`src/rtl/operand_fetch_if.sv`:
```
// Bundle of the decode, register-file, writeback, flush and execute signals
// around the operand fetch stage.
interface operand_fetch_if;
    logic        dec_valid;
    logic        dec_ready;
    logic        dec_rden1;
    logic        dec_rden2;
    logic [4:0]  dec_raddr1;
    logic [4:0]  dec_raddr2;
    logic        dec_wren;
    logic [4:0]  dec_waddr;
    logic        rf_rden1;
    logic        rf_rden2;
    logic [4:0]  rf_raddr1;
    logic [4:0]  rf_raddr2;
    logic [31:0] rf_rdata1;
    logic [31:0] rf_rdata2;
    logic        wb_wren;
    logic [4:0]  wb_waddr;
    logic [31:0] wb_wdata;
    logic        flush;
    logic        ex_valid;
    logic        ex_ready;
    logic [31:0] ex_op1;
    logic [31:0] ex_op2;
    logic        ex_wren;
    logic [4:0]  ex_waddr;

    modport slave (
        input  dec_valid, dec_rden1, dec_rden2, dec_raddr1, dec_raddr2,
               dec_wren, dec_waddr, rf_rdata1, rf_rdata2,
               wb_wren, wb_waddr, wb_wdata, flush, ex_ready,
        output dec_ready, rf_rden1, rf_rden2, rf_raddr1, rf_raddr2,
               ex_valid, ex_op1, ex_op2, ex_wren, ex_waddr
    );

    modport master (
        output dec_valid, dec_rden1, dec_rden2, dec_raddr1, dec_raddr2,
               dec_wren, dec_waddr, rf_rdata1, rf_rdata2,
               wb_wren, wb_waddr, wb_wdata, flush, ex_ready,
        input  dec_ready, rf_rden1, rf_rden2, rf_raddr1, rf_raddr2,
               ex_valid, ex_op1, ex_op2, ex_wren, ex_waddr
    );
endinterface

```
`src/rtl/operand_fetch.sv`:
```
// Operand fetch stage: scoreboard-based RAW/WAW interlock, writeback bypass
// and a single registered operand bundle toward execute.
module operand_fetch (
    input  logic           clk,
    input  logic           rst,
    operand_fetch_if.slave bus
);

    logic [31:0] pend_r;
    logic [31:0] pend_nxt_s;
    logic [31:0] epend_s;
    logic [31:0] wb_clr_s;
    logic [31:0] flush_clr_s;
    logic [31:0] acc_set_s;
    logic        stall_s;
    logic        dec_ready_s;
    logic        accept_s;
    logic [31:0] op1_s;
    logic [31:0] op2_s;

    logic        ex_valid_r;
    logic [31:0] ex_op1_r;
    logic [31:0] ex_op2_r;
    logic        ex_wren_r;
    logic [4:0]  ex_waddr_r;

    function automatic logic [31:0] onehot(input logic [4:0] addr);
        return 32'd1 << addr;
    endfunction

    // x0 reads as zero; a same-cycle writeback wins over the register file.
    function automatic logic [31:0] resolve_op(
        input logic        rden,
        input logic [4:0]  raddr,
        input logic [31:0] rf_rdata,
        input logic        wb_wren,
        input logic [4:0]  wb_waddr,
        input logic [31:0] wb_wdata
    );
        if (!rden || raddr == 5'd0) begin
            return 32'd0;
        end else if (wb_wren && wb_waddr == raddr) begin
            return wb_wdata;
        end else begin
            return rf_rdata;
        end
    endfunction

    assign bus.rf_rden1  = bus.dec_rden1;
    assign bus.rf_rden2  = bus.dec_rden2;
    assign bus.rf_raddr1 = bus.dec_raddr1;
    assign bus.rf_raddr2 = bus.dec_raddr2;
    assign bus.dec_ready = dec_ready_s;
    assign bus.ex_valid  = ex_valid_r;
    assign bus.ex_op1    = ex_op1_r;
    assign bus.ex_op2    = ex_op2_r;
    assign bus.ex_wren   = ex_wren_r;
    assign bus.ex_waddr  = ex_waddr_r;

    // Hazard detection, acceptance and next scoreboard state.
    always_comb begin
        epend_s = bus.wb_wren ? (pend_r & ~onehot(bus.wb_waddr)) : pend_r;

        stall_s = (bus.dec_rden1 && bus.dec_raddr1 != 5'd0 && epend_s[bus.dec_raddr1]) ||
                  (bus.dec_rden2 && bus.dec_raddr2 != 5'd0 && epend_s[bus.dec_raddr2]) ||
                  (bus.dec_wren  && bus.dec_waddr  != 5'd0 && epend_s[bus.dec_waddr]);

        dec_ready_s = !stall_s && !bus.flush && (!ex_valid_r || bus.ex_ready);
        accept_s    = bus.dec_valid && dec_ready_s;

        op1_s = resolve_op(bus.dec_rden1, bus.dec_raddr1, bus.rf_rdata1,
                           bus.wb_wren, bus.wb_waddr, bus.wb_wdata);
        op2_s = resolve_op(bus.dec_rden2, bus.dec_raddr2, bus.rf_rdata2,
                           bus.wb_wren, bus.wb_waddr, bus.wb_wdata);

        wb_clr_s    = (bus.wb_wren && bus.wb_waddr != 5'd0) ? onehot(bus.wb_waddr) : 32'd0;
        flush_clr_s = (bus.flush && ex_valid_r && ex_wren_r && ex_waddr_r != 5'd0) ?
                      onehot(ex_waddr_r) : 32'd0;
        acc_set_s   = (accept_s && bus.dec_wren && bus.dec_waddr != 5'd0) ?
                      onehot(bus.dec_waddr) : 32'd0;

        // Set applied last so a new producer outranks a same-cycle clear.
        pend_nxt_s = ((pend_r & ~wb_clr_s & ~flush_clr_s) | acc_set_s) & 32'hFFFF_FFFE;
    end

    // Pending-write scoreboard.
    always_ff @(posedge clk or negedge rst) begin
        if (!rst) begin
            pend_r <= 32'd0;
        end else begin
            pend_r <= pend_nxt_s;
        end
    end

    // Operand bundle register toward execute.
    always_ff @(posedge clk or negedge rst) begin
        if (!rst) begin
            ex_valid_r <= 1'b0;
            ex_op1_r   <= 32'd0;
            ex_op2_r   <= 32'd0;
            ex_wren_r  <= 1'b0;
            ex_waddr_r <= 5'd0;
        end else if (bus.flush) begin
            ex_valid_r <= 1'b0;
        end else if (accept_s) begin
            ex_valid_r <= 1'b1;
            ex_op1_r   <= op1_s;
            ex_op2_r   <= op2_s;
            ex_wren_r  <= bus.dec_wren;
            ex_waddr_r <= bus.dec_waddr;
        end else if (bus.ex_ready) begin
            ex_valid_r <= 1'b0;
        end else begin
            ex_valid_r <= ex_valid_r;
        end
    end

endmodule

```
`src/flat_wrapper.sv`:
```
// flat-port wrapper written by rule: the top's interface ports become plain ports
module operand_fetch_flat 
  (clk, rst, bus_dec_valid, bus_dec_rden1, bus_dec_rden2, bus_dec_raddr1, bus_dec_raddr2, bus_dec_wren, bus_dec_waddr, bus_rf_rdata1, bus_rf_rdata2, bus_wb_wren, bus_wb_waddr, bus_wb_wdata, bus_flush, bus_ex_ready, bus_dec_ready, bus_rf_rden1, bus_rf_rden2, bus_rf_raddr1, bus_rf_raddr2, bus_ex_valid, bus_ex_op1, bus_ex_op2, bus_ex_wren, bus_ex_waddr);
  operand_fetch_if bus_i ();
  input  logic clk;
  input  logic rst;
  input wire logic [$bits(bus_i.dec_valid)-1:0] bus_dec_valid;
  input wire logic [$bits(bus_i.dec_rden1)-1:0] bus_dec_rden1;
  input wire logic [$bits(bus_i.dec_rden2)-1:0] bus_dec_rden2;
  input wire logic [$bits(bus_i.dec_raddr1)-1:0] bus_dec_raddr1;
  input wire logic [$bits(bus_i.dec_raddr2)-1:0] bus_dec_raddr2;
  input wire logic [$bits(bus_i.dec_wren)-1:0] bus_dec_wren;
  input wire logic [$bits(bus_i.dec_waddr)-1:0] bus_dec_waddr;
  input wire logic [$bits(bus_i.rf_rdata1)-1:0] bus_rf_rdata1;
  input wire logic [$bits(bus_i.rf_rdata2)-1:0] bus_rf_rdata2;
  input wire logic [$bits(bus_i.wb_wren)-1:0] bus_wb_wren;
  input wire logic [$bits(bus_i.wb_waddr)-1:0] bus_wb_waddr;
  input wire logic [$bits(bus_i.wb_wdata)-1:0] bus_wb_wdata;
  input wire logic [$bits(bus_i.flush)-1:0] bus_flush;
  input wire logic [$bits(bus_i.ex_ready)-1:0] bus_ex_ready;
  output wire logic [$bits(bus_i.dec_ready)-1:0] bus_dec_ready;
  output wire logic [$bits(bus_i.rf_rden1)-1:0] bus_rf_rden1;
  output wire logic [$bits(bus_i.rf_rden2)-1:0] bus_rf_rden2;
  output wire logic [$bits(bus_i.rf_raddr1)-1:0] bus_rf_raddr1;
  output wire logic [$bits(bus_i.rf_raddr2)-1:0] bus_rf_raddr2;
  output wire logic [$bits(bus_i.ex_valid)-1:0] bus_ex_valid;
  output wire logic [$bits(bus_i.ex_op1)-1:0] bus_ex_op1;
  output wire logic [$bits(bus_i.ex_op2)-1:0] bus_ex_op2;
  output wire logic [$bits(bus_i.ex_wren)-1:0] bus_ex_wren;
  output wire logic [$bits(bus_i.ex_waddr)-1:0] bus_ex_waddr;
  assign bus_i.dec_valid = bus_dec_valid;
  assign bus_i.dec_rden1 = bus_dec_rden1;
  assign bus_i.dec_rden2 = bus_dec_rden2;
  assign bus_i.dec_raddr1 = bus_dec_raddr1;
  assign bus_i.dec_raddr2 = bus_dec_raddr2;
  assign bus_i.dec_wren = bus_dec_wren;
  assign bus_i.dec_waddr = bus_dec_waddr;
  assign bus_i.rf_rdata1 = bus_rf_rdata1;
  assign bus_i.rf_rdata2 = bus_rf_rdata2;
  assign bus_i.wb_wren = bus_wb_wren;
  assign bus_i.wb_waddr = bus_wb_waddr;
  assign bus_i.wb_wdata = bus_wb_wdata;
  assign bus_i.flush = bus_flush;
  assign bus_i.ex_ready = bus_ex_ready;
  assign bus_dec_ready = bus_i.dec_ready;
  assign bus_rf_rden1 = bus_i.rf_rden1;
  assign bus_rf_rden2 = bus_i.rf_rden2;
  assign bus_rf_raddr1 = bus_i.rf_raddr1;
  assign bus_rf_raddr2 = bus_i.rf_raddr2;
  assign bus_ex_valid = bus_i.ex_valid;
  assign bus_ex_op1 = bus_i.ex_op1;
  assign bus_ex_op2 = bus_i.ex_op2;
  assign bus_ex_wren = bus_i.ex_wren;
  assign bus_ex_waddr = bus_i.ex_waddr;
  operand_fetch u_core (.clk(clk), .rst(rst), .bus(bus_i));
endmodule
```
`config.mk`:
```
export PLATFORM = sky130hd
export DESIGN_NAME = operand_fetch_flat
export DESIGN_NICKNAME = d
export VERILOG_FILES = /design/src/rtl/operand_fetch_if.sv /design/src/rtl/operand_fetch.sv /design/src/flat_wrapper.sv
export SDC_FILE = /design/constraint.sdc
export NUM_CORES = 1
export LEC_CHECK = 0
export BUFFER_PORTS_ARGS = -buffer_cell sky130_fd_sc_hd__buf_2
export CAP_MARGIN = 25
export CORE_UTILIZATION = 35
export CTS_CLUSTER_SIZE = 16
export DETAILED_ROUTE_END_ITERATION = 7
export PLACE_DENSITY_LB_ADDON = 0.12
export SLEW_MARGIN = 5
export SYNTH_ARGS = -nofsm -noshare
export SYNTH_HDL_FRONTEND = slang
export SYNTH_SLANG_ARGS = --single-unit
```
`constraint.sdc`:
```
create_clock -name clk -period 6.05 [get_ports clk]
set_input_delay 0 -clock clk [delete_from_list [all_inputs] [get_ports clk]]
set_output_delay 0 -clock clk [all_outputs]
set_load 0.005 [all_outputs]
```
==> Implementation_results.wiki, run 1 <==
{| class="wikitable"
! Metric !! Value
|-
| Net count after synthesis || 820
|-
| Crit path cell chain || mux2_1 > nand2_1 > o21ai_0 > a2111oi_0 > or3_1 > nor4_4 > nor4_4 > buf_4 > buf_16 > mux2_2
|-
| Half-perimeter wire length after placement || 16.85 mm
|-
| Final Hold Fails || 0
|-
| I/O Pins || between 200 and 250
|-
| Worst-Skew Late Latency || roughly 0.36 ns
|-
| Global routing usage summed across all routing layers || 0.2364
|-
| Post-detailed-route DRC marker count || 0
|-
| Drt first-iter violations || 497
|-
| H-tree depth || 3
|-
| Layout overhead on the synthesized area || 23.66%
|-
| CP Data Arrival Time || ~3.4 ns
|-
| Period utilisation layout || 0.5195
|-
| Levels on crit path || 10
|-
| Highest attainable clock frequency || between 0.3 and 0.4 GHz
|-
| Number of global-route vias before repair || about 6500
|-
| Hold bufs inserted after CTS || 18
|-
| Maximum resistive drop on vdd || about 0.13 mV
|-
| Clock Skew || around 0.017 ns
|-
| Die height || 142.3 um
|-
| Clock root cell || sky130_fd_sc_hd__clkbuf_16
|-
| Total number of vias || roughly 6400
|-
| Number of enable-type register cells in the synthesized netlist || 0
|-
| Detailed-router iteration count before antenna repair || 5
|-
| FFs w/ async S/R, synth || 1.000
|-
| Ratio of routed vias to standard cells || around 5.7
|-
| Power density over the cells || roughly 240 mW/mm2
|-
| First-pass GRT wire length || approximately 37 mm
|-
| Port buffer count || 208
|-
| Worst Max-Slew Pin Slew || just under 1 ns
|-
| Crit-path max FO || 66
|-
| Antenna-violating nets left || 0
|-
| Tightest Hold Check Type || input port to flop
|-
| Maximum number of pins on one net before global-route repair || slightly above 80
|-
| Final net count || ~1000
|-
| Seq cells post-synth || 102
|-
| Status || finished clean
|-
| Post-synthesis cell type count || 65
|-
| Depth of the worst register-to-register path || 10
|-
| Number of maximum-capacitance violations || 0
|-
| Total wire length || ~23 mm
|-
| RSZ-0062 raised after global routing || false
|-
| Routed length per instance || 20.50 um
|-
| Cell with the largest stage delay on the worst path || sky130_fd_sc_hd__dfrtp_1
|-
| Most frequently used flop master after synthesis || sky130_fd_sc_hd__dfrtp_1
|-
| Mapped cell area || around 0.007 mm2
|-
| Starting utilization of the core area || 0.3623
|-
| Most common cell on crit path || sky130_fd_sc_hd__nor4_4
|-
| Crit path buf inv count || 2
|-
| Clock slew at reported path FFs || approximately 0.090 ns
|-
| Die area || 0.02025 mm2
|-
| Gates resized, CTS repair || 0
|-
| Slew margin rel. || 0.3381
|-
| Total gr overflow || 0
|-
| Final critical path time including I/O delays and setup || 3.143 ns
|-
| Setup Buffers After CTS || 0
|-
| Number of sinks on the clock net || about 100
|-
| Share of post-route cells with drive strength above 1 || 0.3360
|-
| Commonest cells after routing, fill and taps aside || sky130_fd_sc_hd__buf_2, sky130_fd_sc_hd__dfrtp_1, sky130_fd_sc_hd__mux2i_1
|-
| Crit path launch type || flop
|-
| Overall die width || around 140 um
|-
| Average cell area after synthesis || between 9 and 10 um2
|-
| Static leakage || about 3.9 nW
|-
| Most frequent standard cell in the layout excluding fill and tap cells || sky130_fd_sc_hd__buf_2
|-
| Standard-cell rows || 50
|-
| Setup Crit Path Kind || flop to flop
|-
| Core ar. || roughly 0.019 mm2
|-
| Seq/Total Area, Yosys || 0.3704
|-
| Total number of yosys warnings || 0
|-
| Cell class contributing the biggest share of worst-path delay || multiplexers
|-
| Post-Synthesis Cells || 695
|-
| Initial antenna violation count || 0
|-
| Final Core Density || 0.4480
|-
| Data required time at the worst endpoint || 6.29 ns
|-
| CTS tree || done
|-
| Maximum single-stage delay on the critical path || 0.46 ns
|-
| Final Setup Violations || 0
|-
| Setup crit end kind || flop
|-
| Final-report max-slew violation count || 0
|-
| Ant. Diodes || 0
|-
| Setup TNS || 0 ns
|-
| Maximum number of buffers from clock root to sink || 2
|-
| Number of instances on the worst hold path || 4
|-
| Final weighted congestion of routability-driven global placement || just under 1
|-
| Number of buffers inserted during clock tree synthesis || 9
|}
-- state kept, by name (all words and copies together) (netlist names) --
name,count
u_core.bus.ex_waddr,5
u_core.bus.ex_wren,1
u_core.pend_r,31
u_core.bus.ex_valid,1
u_core.bus.ex_op1,32
u_core.bus.ex_op2,32
-- through the flow --
step | setup slack (ns) | instances | hold WS, ns | power, mW | instance area (um2)
floorplan | 3.629 | 695 | -0.2956 | 1.209 | 6890
global placement | 2.414 | 1098 | -0.07880 | 1.479 | 7929
detailed placement | 2.432 | 1098 | -0.06237 | 1.488 | 7929
CTS | 2.705 | 1132 | 0.0002166 | 2.096 | 8411
global route | 2.677 | 1138 | 0.02413 | 2.206 | 8521
finish | 2.907 | 1138 | 0.006754 | 2.087 | 8521
-- tightest hold or removal path, cell delays in order --
cell,delay [ns]
sky130_fd_sc_hd__buf_2,0.08
sky130_fd_sc_hd__mux2i_1,0.06
sky130_fd_sc_hd__nor2_1,0.08
sky130_fd_sc_hd__mux2_1,0.12
-- final timing paths --
check | slack, ns | from | end
min in group asynchronous | 0.08 | rst | u_core.bus.ex_op1[24]$_DFFE_PN0P_
worst max-delay path | 2.91 | u_core.pend_r[27]$_DFF_PN0_ | u_core.bus.ex_op1[13]$_DFFE_PN0P_
max in group asynchronous | 4.97 | rst | u_core.bus.ex_op2[25]$_DFFE_PN0P_
worst max register to register | 2.91 | u_core.pend_r[27]$_DFF_PN0_ | u_core.bus.ex_op1[13]$_DFFE_PN0P_
worst min register to register | 0.48 | u_core.bus.ex_op2[4]$_DFFE_PN0P_ | u_core.bus.ex_op2[4]$_DFFE_PN0P_
worst min-delay path | 0.007 | bus_rf_rdata1[25] | u_core.bus.ex_op1[25]$_DFFE_PN0P_
-- area by class of cell --
class / instances / area, um2
fill: 1869 / 10500
multi-input combinational: 515 / 3940
sequential: 102 / 2552
timing repair buffer: 237 / 1371
tap: 260 / 325.3
clock buffer: 10 / 239.0
clock inverter: 6 / 62.56
inverter: 8 / 30.03
-- Yosys cell counts (3+ instances only) --
cell | instances | area share
sky130_fd_sc_hd__nand2b_1 | 5 | 0.0045
sky130_fd_sc_hd__o311ai_0 | 3 | 0.0038
sky130_fd_sc_hd__o211ai_1 | 7 | 0.0076
sky130_fd_sc_hd__o21a_1 | 5 | 0.0054
sky130_fd_sc_hd__buf_6 | 7 | 0.011
sky130_fd_sc_hd__or3_1 | 3 | 0.0027
sky130_fd_sc_hd__nand4bb_1 | 3 | 0.0049
sky130_fd_sc_hd__a31o_2 | 26 | 0.033
sky130_fd_sc_hd__o2111ai_1 | 6 | 0.0076
sky130_fd_sc_hd__nor3_1 | 12 | 0.0087
sky130_fd_sc_hd__nor2b_1 | 6 | 0.0054
sky130_fd_sc_hd__a31oi_1 | 4 | 0.0036
sky130_fd_sc_hd__o21ai_0 | 32 | 0.023
sky130_fd_sc_hd__nand4b_1 | 3 | 0.0038
sky130_fd_sc_hd__nand2_1 | 21 | 0.011
sky130_fd_sc_hd__inv_1 | 8 | 0.0044
sky130_fd_sc_hd__nand3b_1 | 4 | 0.0044
sky130_fd_sc_hd__xor2_1 | 7 | 0.0089
sky130_fd_sc_hd__mux2i_1 | 82 | 0.12
sky130_fd_sc_hd__dfrtp_1 | 102 | 0.37
sky130_fd_sc_hd__buf_1 | 9 | 0.0049
sky130_fd_sc_hd__a2111oi_0 | 4 | 0.0051
sky130_fd_sc_hd__a41o_1 | 4 | 0.0058
sky130_fd_sc_hd__or4_1 | 3 | 0.0033
sky130_fd_sc_hd__clkbuf_1 | 29 | 0.016
sky130_fd_sc_hd__nand3_1 | 10 | 0.0073
sky130_fd_sc_hd__and3_1 | 5 | 0.0045
sky130_fd_sc_hd__o21ai_1 | 4 | 0.0029
sky130_fd_sc_hd__mux2_2 | 19 | 0.031
sky130_fd_sc_hd__buf_2 | 11 | 0.0080
sky130_fd_sc_hd__mux2_1 | 60 | 0.098
sky130_fd_sc_hd__nor3b_1 | 10 | 0.011
sky130_fd_sc_hd__xnor2_1 | 4 | 0.0051
sky130_fd_sc_hd__nor2_1 | 81 | 0.044
sky130_fd_sc_hd__nor4_1 | 5 | 0.0045
sky130_fd_sc_hd__a21oi_1 | 37 | 0.027
sky130_fd_sc_hd__buf_4 | 14 | 0.015
-- logic make-up after synthesis --
logic type,Yosys count,share of synthesized area
flops,102,0.3704
compound gates,152,0.1502
mux,163,0.2548
buf+inv,78,0.05974
xor+xnor,12,0.01798
simple gates,188,0.1469
-- metal layers --
metal | vias to the layer above | GRT usage | part of all wire
met1 | 3149 | 0.3083 | 0.43
met3 | 47 | 0.05350 | 0.083
li1 | 2919 | - | -
met5 | - | 0 | 0
met4 | 0 | 0.1007 | 0.029
met2 | 319 | 0.3756 | 0.46
-- report_power, final --
group | internal [mW] | leakage (nW) | total (mW) | switching [mW]
Combinational | 0.279 | 2.42 | 0.595 | 0.316
Sequential | 0.811 | 1.34 | 0.899 | 0.0876
Clock | 0.302 | 0.148 | 0.593 | 0.291
Total | 1.39 | 3.91 | 2.09 | 0.696
No activity file was read; power rests on OpenSTA's default activity.
==> run 2: changes to the inputs <==
- ABC_AREA: unset -> 1
- clock period: 6.05 -> 2.7 ns (I/O delays scaled with it)
==> run 2 against run 1 <==
  * Clock skew fell by 0.0011 ns
  * Via count up 27%
  * Hold slack gained 0.0051 ns
  * Combinational power is 150% higher
  * Count of clock-buffer cells in the layout decreased by 1
  * Utilization rose by 2.5 points
  * Cell count rose by 40%
  * Critical path type is now input port to primary output
  * Highest routed layer unchanged
==> Implementation_results.wiki, run 2 <==
{| class="wikitable"
! Metric !! Value
|-
| Fraction of power consumed by sequential logic || 0.409
|-
| Global routing usage summed across all routing layers || 0.2691
|-
| Core ar. || 0.01959 mm2
|-
| Total wire length || ~27 mm
|-
| Number of instances in the placed design || 1510
|-
| Net switching power of the design || roughly 1.7 mW
|-
| Period utilisation layout || 0.9194
|-
| RSZ-0062 raised after global routing || false
|-
| Setup Crit Path Kind || input port to primary output
|-
| Post-layout worst setup margin || 0.2177 ns
|-
| Placed inst area || between 0.008 and 0.009 mm2
|-
| Final Setup Violations || 0
|-
| Seq cells post-synth || about 100
|-
| H-tree depth || 3
|-
| Total gr overflow || 0
|-
| Worst-Skew Late Latency || around 0.36 ns
|-
| Static leakage || ~5 nW
|-
| Seq/Total Area, Yosys || 0.3633
|-
| Cell with the largest stage delay on the worst path || sky130_fd_sc_hd__dlygate4sd3_1
|-
| Area share of the largest cell type after synthesis || 0.3633
|-
| Worst Max-Slew Pin Slew || a little under 0.7 ns
|-
| Die height || 143.7 um
|-
| Net count after synthesis || about 1200
|-
| Largest area contributor in the synthesized netlist || sky130_fd_sc_hd__dfrtp_1
|-
| Status || finished clean
|-
| Standard-cell rows || between 50 and 60
|-
| Number of buffers inserted during clock tree synthesis || 9
|-
| Number of global-route vias before repair || about 7600
|-
| Share of post-route cells with drive strength above 1 || 0.2044
|-
| CTS tree || done
|-
| Number of sinks on the clock net || approximately 100
|-
| Post-Synthesis Cells || 1093
|-
| Average cell area after synthesis || ~6.4 um2
|-
| Non-filler instance count after layout || roughly 1600
|-
| Highest attainable clock frequency || between 0.4 and 0.5 GHz
|-
| Share of total power consumed by net switching || 0.3578
|-
| Setup Buffers After CTS || 0
|-
| Setup crit end kind || primary output
|-
| Setup TNS || 0 ns
|-
| Detailed-router iteration count before antenna repair || 5
|-
| Maximum single-stage delay on the critical path || around 0.53 ns
|-
| Slew margin rel. || 0.5325
|-
| Post-synthesis cell type count || 35
|-
| Final Hold Fails || 0
|-
| Final critical path time including I/O delays and setup || 2.482 ns
|-
| Crit path cell chain || dlygate4sd3_1 > buf_2 > inv_1 > nor2_1 > buf_4 > nand2_1 > nand2_1 > inv_1 > nand3_1 > nand3_1 > nand3_1 > nand2_1 > nand2_1 > nand3_1 > nor2_4 > buf_4 > buf_2
|-
| Final non-filler cell area || 0.009270 mm2
|-
| Data required time at the worst endpoint || around 2.7 ns
|-
| Maximum number of buffers from clock root to sink || 2
|-
| Largest cells by area after synthesis || sky130_fd_sc_hd__dfrtp_1, sky130_fd_sc_hd__nand2_1, sky130_fd_sc_hd__nand3_1
|-
| Cell types with the highest counts after synthesis || sky130_fd_sc_hd__nand2_1, sky130_fd_sc_hd__nand3_1, sky130_fd_sc_hd__inv_1, sky130_fd_sc_hd__dfrtp_1, sky130_fd_sc_hd__o21ai_0
|-
| Most instantiated library cell after synthesis || sky130_fd_sc_hd__nand2_1
|-
| Hold Worst Slack || 0.01187 ns
|-
| Die area || just over 0.02 mm2
|-
| Post-detailed-route DRC marker count || 0
|-
| Cell class contributing the biggest share of worst-path delay || buffers and inverters
|-
| Initial antenna violation count || 0
|-
| Antenna-violating nets left || 0
|-
| Final-report max-slew violation count || 0
|-
| Total number of vias || a little over 8000
|-
| Clock Skew || 0.01640 ns
|-
| Maximum resistive drop on vdd || 0.2743 mV
|-
| Final net count || around 1400
|-
| Overall die width || between 100 and 150 um
|-
| Tightest Hold Check Type || input port to flop
|-
| Total internal power || around 3.1 mW
|-
| Routed length per instance || roughly 17 um
|-
| Final weighted congestion of routability-driven global placement || between 0.9 and 1
|-
| Most frequent standard cell in the layout excluding fill and tap cells || sky130_fd_sc_hd__nand2_1
|-
| Number of maximum-capacitance violations || 0
|-
| Ratio of routed vias to standard cells || 5.136
|-
| Logic pwr share || 0.299
|-
| First-pass GRT wire length || 42.39 mm
|-
| Most frequently used flop master after synthesis || sky130_fd_sc_hd__dfrtp_1
|-
| Half-perimeter wire length after placement || 19.60 mm
|-
| I/O Pins || around 210
|-
| Crit path launch type || input port
|-
| Port buffer count || ~210
|-
| Number of enable-type register cells in the synthesized netlist || 0
|-
| Power density over the cells || 527.4 mW/mm2
|-
| Total number of yosys warnings || 0
|-
| Drt first-iter violations || a little under 600
|-
| Clock slew at reported path FFs || ~0.08 ns
|-
| Crit-path max FO || 11
|-
| CP Data Arrival Time || 2.48 ns
|-
| Mapped cell area || 0.007025 mm2
|-
| Commonest cells after routing, fill and taps aside || sky130_fd_sc_hd__nand2_1, sky130_fd_sc_hd__buf_2, sky130_fd_sc_hd__nand3_1
|-
| Ant. Diodes || 0
|-
| Clock root cell || sky130_fd_sc_hd__clkbuf_16
|-
| FFs w/ async S/R, synth || 1.000
|-
| Crit path buf inv count || 7
|-
| Maximum number of pins on one net before global-route repair || between 70 and 80
|-
| Worst setup slack before clock tree synthesis || between 0.2 and 0.3 ns
|-
| Layout overhead on the synthesized area || 31.95%
|-
| Clk network pwr share || 0.292
|-
| Starting utilization of the core area || 0.3586
|}
==> run 2: final cells by class <==
cell class	instances	area [um2]
tap	265	331.6
clock inverter	7	95.09
multi-input combinational	785	3628
timing repair buffer	301	1979
fill	2039	10320
clock buffer	9	225.2
sequential	102	2552
inverter	122	457.9
==> run 2: per-stage QoR <==
step	utilization	total power, mW
finish	0.4732	4.889
detailed placement	0.4236	3.411
global route	0.4732	5.208
global placement	0.4236	3.413
CTS	0.4732	4.930
floorplan	-	2.742
==> run 2: layer usage <==
metal | part of all wire | routed length (um) | global-route usage | vias to the layer above
li1 | - | - | - | 4025
met1 | 0.44 | 12050 | 0.3713 | 3723
met2 | 0.45 | 12290 | 0.4159 | 379
met3 | 0.084 | 2282 | 0.06031 | 45
met4 | 0.024 | 650 | 0.08455 | 0
met5 | 0 | 0 | 0 | -
==> run 2: cells by family after synthesis <==
kind of cell / synth area share
buf+inv: 0.1234
flops: 0.3633
compound gates: 0.1617
simple gates: 0.3491
xor+xnor: 0.002494
==> run 2: worst reg2reg max path, stage by stage (launching register included) <==
cell                       delay (ns)
sky130_fd_sc_hd__dfrtp_1         0.34
sky130_fd_sc_hd__a21boi_1        0.42
sky130_fd_sc_hd__nand2_1         0.09
sky130_fd_sc_hd__nand3_1         0.10
sky130_fd_sc_hd__nand3_1         0.12
sky130_fd_sc_hd__nand3_1         0.14
sky130_fd_sc_hd__nand2_1         0.07
sky130_fd_sc_hd__nand2_1         0.05
sky130_fd_sc_hd__nand2_1         0.04
sky130_fd_sc_hd__nor2_1          0.17
sky130_fd_sc_hd__nor2_4          0.09
sky130_fd_sc_hd__nand2_4         0.22
sky130_fd_sc_hd__buf_4           0.23
sky130_fd_sc_hd__nand2_1         0.06
sky130_fd_sc_hd__nand2_1         0.06
==> run 2: path summary, 6_finish.rpt <==
| check | to | start | slack (ns) | cells after the start |
|---|---|---|---|---|
| worst max-delay path | bus_dec_ready | bus_dec_waddr[0] | 0.22 | 17 |
| min in group asynchronous | u_core.bus.ex_op2[27]$_DFFE_PN0P_ | rst | 0.23 | 2 |
| worst min-delay path | u_core.bus.ex_op2[26]$_DFFE_PN0P_ | bus_rf_rdata2[26] | 0.01 | 5 |
| worst max register to register | u_core.bus.ex_op2[29]$_DFFE_PN0P_ | u_core.pend_r[23]$_DFF_PN0_ | 0.43 | 14 |
| max in group asynchronous | u_core.bus.ex_op1[4]$_DFFE_PN0P_ | rst | 1.72 | 3 |
| worst min register to register | u_core.bus.ex_op1[9]$_DFFE_PN0P_ | u_core.bus.ex_op1[9]$_DFFE_PN0P_ | 0.47 | 2 |
==> run 2: power by group through the flow <==
stage	Sequential (mW)	Combinational, mW	Clock, mW
after global routing	2.04	1.64	1.53
after global placement	2.03	1.39	0
final	2.00	1.46	1.43
after detailed placement	2.02	1.39	0
after floorplan	1.99	0.755	0
after CTS	2.00	1.46	1.47
==> run 2: repair_timing <==
action / in CTS / in global routing
endpoints found under the setup margin: 0 / 0
resized for setup: 0 / 0
endpoints found under the hold margin: 113 / 0
hold buffers: 65 / 0
==> run 3: changes to the inputs <==
- clock period: 2.7 -> 2.5 ns (I/O delays scaled with it)
==> run 3 against run 2 <==
  * Die area unchanged
  * Count of clock-buffer cells in the layout unchanged
  * Global-route usage down 0.12 points
  * First-iteration DRC count down 5.3%
  * Register-to-register slack worse by 0.19 ns
  * Clock skew down 0.0073 ns
  * Utilization up 1.0 points
  * Sequential cell count unchanged
  * Critical path type is now flop to primary output
==> Implementation_results.wiki, run 3 (synthesis gave the netlist of run 2 again) <==
{| class="wikitable"
! Metric !! Value
|-
| Status || finished clean
|-
| Worst setup slack before clock tree synthesis || -0.03277 ns
|-
| Half-perimeter wire length after placement || about 20 mm
|-
| Layout overhead on the synthesized area || 34.73%
|-
| Total internal power || 3.520 mW
|-
| Reg-to-reg setup timing slack || roughly 0.24 ns
|-
| Final Setup Violations || 0
|-
| Clk network pwr share || 0.299
|-
| Final-report max-slew violation count || 0
|-
| Starting utilization of the core area || 0.3586
|-
| Total wire length || between 20 and 30 mm
|-
| Die area || roughly 0.021 mm2
|-
| Endpoint of the most critical register-to-register path || u_core.bus.ex_op1[15]$_DFFE_PN0P_
|-
| Hold Worst Slack || approximately 0.0045 ns
|-
| Most frequent standard cell in the layout excluding fill and tap cells || sky130_fd_sc_hd__nand2_1
|-
| Non-filler instance count after layout || approximately 1600
|-
| Clock root cell || sky130_fd_sc_hd__clkbuf_16
|-
| Launching point of the worst reg2reg path || u_core.pend_r[28]$_DFF_PN0_
|-
| Number of instances on the worst hold path || 5
|-
| Number of maximum-capacitance violations || 0
|-
| Clock Skew || 0.009124 ns
|-
| Post-detailed-route DRC marker count || 0
|-
| Tightest Hold Check Type || input port to flop
|-
| Share of total power consumed by net switching || 0.3493
|-
| I/O Pins || ~210
|-
| Final Core Density || 0.4832
|-
| Maximum number of buffers from clock root to sink || 2
|-
| Standard-cell rows || 51
|-
| Maximum number of pins on one net before global-route repair || between 60 and 70
|-
| Setup crit end kind || primary output
|-
| Count of fill cells added during filler insertion || around 2100
|-
| Highest attainable clock frequency || approximately 0.43 GHz
|-
| Endpoint of the worst hold-timing path || u_core.bus.ex_op2[2]$_DFFE_PN0P_
|-
| Static leakage || ~5.1 nW
|-
| Core ar. || roughly 0.02 mm2
|-
| Worst-Skew Late Latency || 0.36 ns
|-
| Total number of vias || between 8000 and 9000
|-
| Maximum resistive drop on vdd || ~0.43 mV
|-
| Antenna-violating nets left || 0
|-
| Power density over the cells || about 570 mW/mm2
|-
| Detailed-router iteration count before antenna repair || 7
|-
| Number of sinks on the clock net || 102
|-
| Logic pwr share || 0.300
|-
| Ratio of routed vias to standard cells || between 5 and 6
|-
| Commonest cells after routing, fill and taps aside || sky130_fd_sc_hd__nand2_1, sky130_fd_sc_hd__buf_2, sky130_fd_sc_hd__nand3_1
|-
| Die height || approximately 140 um
|-
| Crit-path max FO || 11
|-
| Final critical path time including I/O delays and setup || between 2 and 2.5 ns
|-
| CP Data Arrival Time || 2.33 ns
|-
| Crit path launch type || flop
|-
| Period utilisation layout || 0.9333
|-
| Gates resized, CTS repair || 0
|-
| H-tree depth || 3
|-
| Net switching power of the design || around 1.9 mW
|-
| Clock slew at reported path FFs || ~0.080 ns
|-
| Overall die width || 143.7 um
|-
| Footprint of the flip-flops and latches || 0.002552 mm2
|-
| Number of global-route vias before repair || between 7000 and 8000
|-
| Setup TNS || 0 ns
|-
| Routed length per instance || 16.81 um
|-
| Drt first-iter violations || about 550
|-
| Total gr overflow || 0
|-
| Design Power || 5.409 mW
|-
| Fraction of power consumed by sequential logic || 0.401
|-
| CTS tree || done
|-
| Initial antenna violation count || 1
|-
| Ant. Diodes || 0
|-
| Depth of the worst register-to-register path || 16
|-
| Final weighted congestion of routability-driven global placement || 0.9812
|-
| Slew margin rel. || 0.4925
|-
| Number of buffers inserted during clock tree synthesis || 9
|-
| Worst Max-Slew Pin Slew || ~0.76 ns
|-
| Port buffer count || approximately 210
|-
| Post-layout worst setup margin || 0.1666 ns
|-
| Final Hold Fails || 0
|-
| Data required time at the worst endpoint || between 2 and 3 ns
|-
| RSZ-0062 raised after global routing || false
|-
| Share of post-route cells with drive strength above 1 || 0.2190
|-
| Final net count || between 1000 and 1500
|-
| Worst Min Path Start || bus_rf_rdata2[2]
|-
| Number of instances in the placed design || 1534
|-
| Final non-filler cell area || approximately 0.0095 mm2
|-
| Placed inst area || 0.008504 mm2
|-
| Global routing usage summed across all routing layers || 0.2678
|-
| Area used by multi-input combinational logic || between 0.003 and 0.004 mm2
|-
| Setup Crit Path Kind || flop to primary output
|-
| First-pass GRT wire length || 42.20 mm
|}
[run 3: how the worst max path moves through the flow]
| stage | start | end | slack [ns] | cells after the start |
|---|---|---|---|---|
| 2_1_floorplan | bus_wb_waddr[1] | u_core.bus.ex_op1[3]$_DFFE_PN0P_ | 0.61 | 19 |
| 3_3_place_gp | bus_wb_waddr[2] | u_core.bus.ex_op1[16]$_DFFE_PN0P_ | -0.07 | 20 |
| 3_5_place_dp | bus_wb_waddr[2] | u_core.bus.ex_op1[15]$_DFFE_PN0P_ | -0.03 | 20 |
| 4_1_cts | u_core.pend_r[23]$_DFF_PN0_ | bus_dec_ready | 0.17 | 13 |
| 5_1_grt | u_core.pend_r[31]$_DFF_PN0_ | bus_dec_ready | 0.0003 | 14 |
| 6_report | u_core.pend_r[31]$_DFF_PN0_ | bus_dec_ready | 0.17 | 14 |
[run 3: worst max-delay path, cell delays in order (launching register included)]
cell,delay [ns]
sky130_fd_sc_hd__dfrtp_1,0.36
sky130_fd_sc_hd__inv_1,0.04
sky130_fd_sc_hd__a21oi_1,0.39
sky130_fd_sc_hd__nand2_1,0.11
sky130_fd_sc_hd__nand3_1,0.09
sky130_fd_sc_hd__nand3_1,0.09
sky130_fd_sc_hd__nand3_1,0.09
sky130_fd_sc_hd__nand2_1,0.05
sky130_fd_sc_hd__nand2_1,0.05
sky130_fd_sc_hd__nand2_1,0.05
sky130_fd_sc_hd__nor2_1,0.13
sky130_fd_sc_hd__buf_4,0.14
sky130_fd_sc_hd__nor2_4,0.05
sky130_fd_sc_hd__buf_4,0.19
sky130_fd_sc_hd__buf_2,0.14
[run 3: area by class of cell]
class	instances	area share
Clock inverter	7	0.01216
Sequential cell	102	0.2697
Inverter	122	0.04838
Clock buffer	9	0.02379
Multi-Input combinational cell	785	0.3833
Tap cell	265	0.03503
Timing Repair Buffer	322	0.2276
[run 3: timing repair]
item | CTS | global route
setup buffers | 0 | 0
hold buffers | 62 | 0
hold endpoints to repair | 112 | 0
[run 3: routing by layer]
metal,wire (um),vias up,track usage
li1,-,4066,-
met2,12360,379,0.4236
met5,13,-,0
met3,2042,49,0.04232
met1,11950,3763,0.3675
met4,727,2,0.09854
[run 3: power by group through the flow]
stage | combinational [mW] | sequential, mW | clock (mW)
floorplan | 0.816 | 2.15 | 0
global placement | 1.54 | 2.19 | 0
finish | 1.62 | 2.17 | 1.62
CTS | 1.62 | 2.16 | 1.66
detailed placement | 1.55 | 2.19 | 0
global route | 1.82 | 2.21 | 1.71
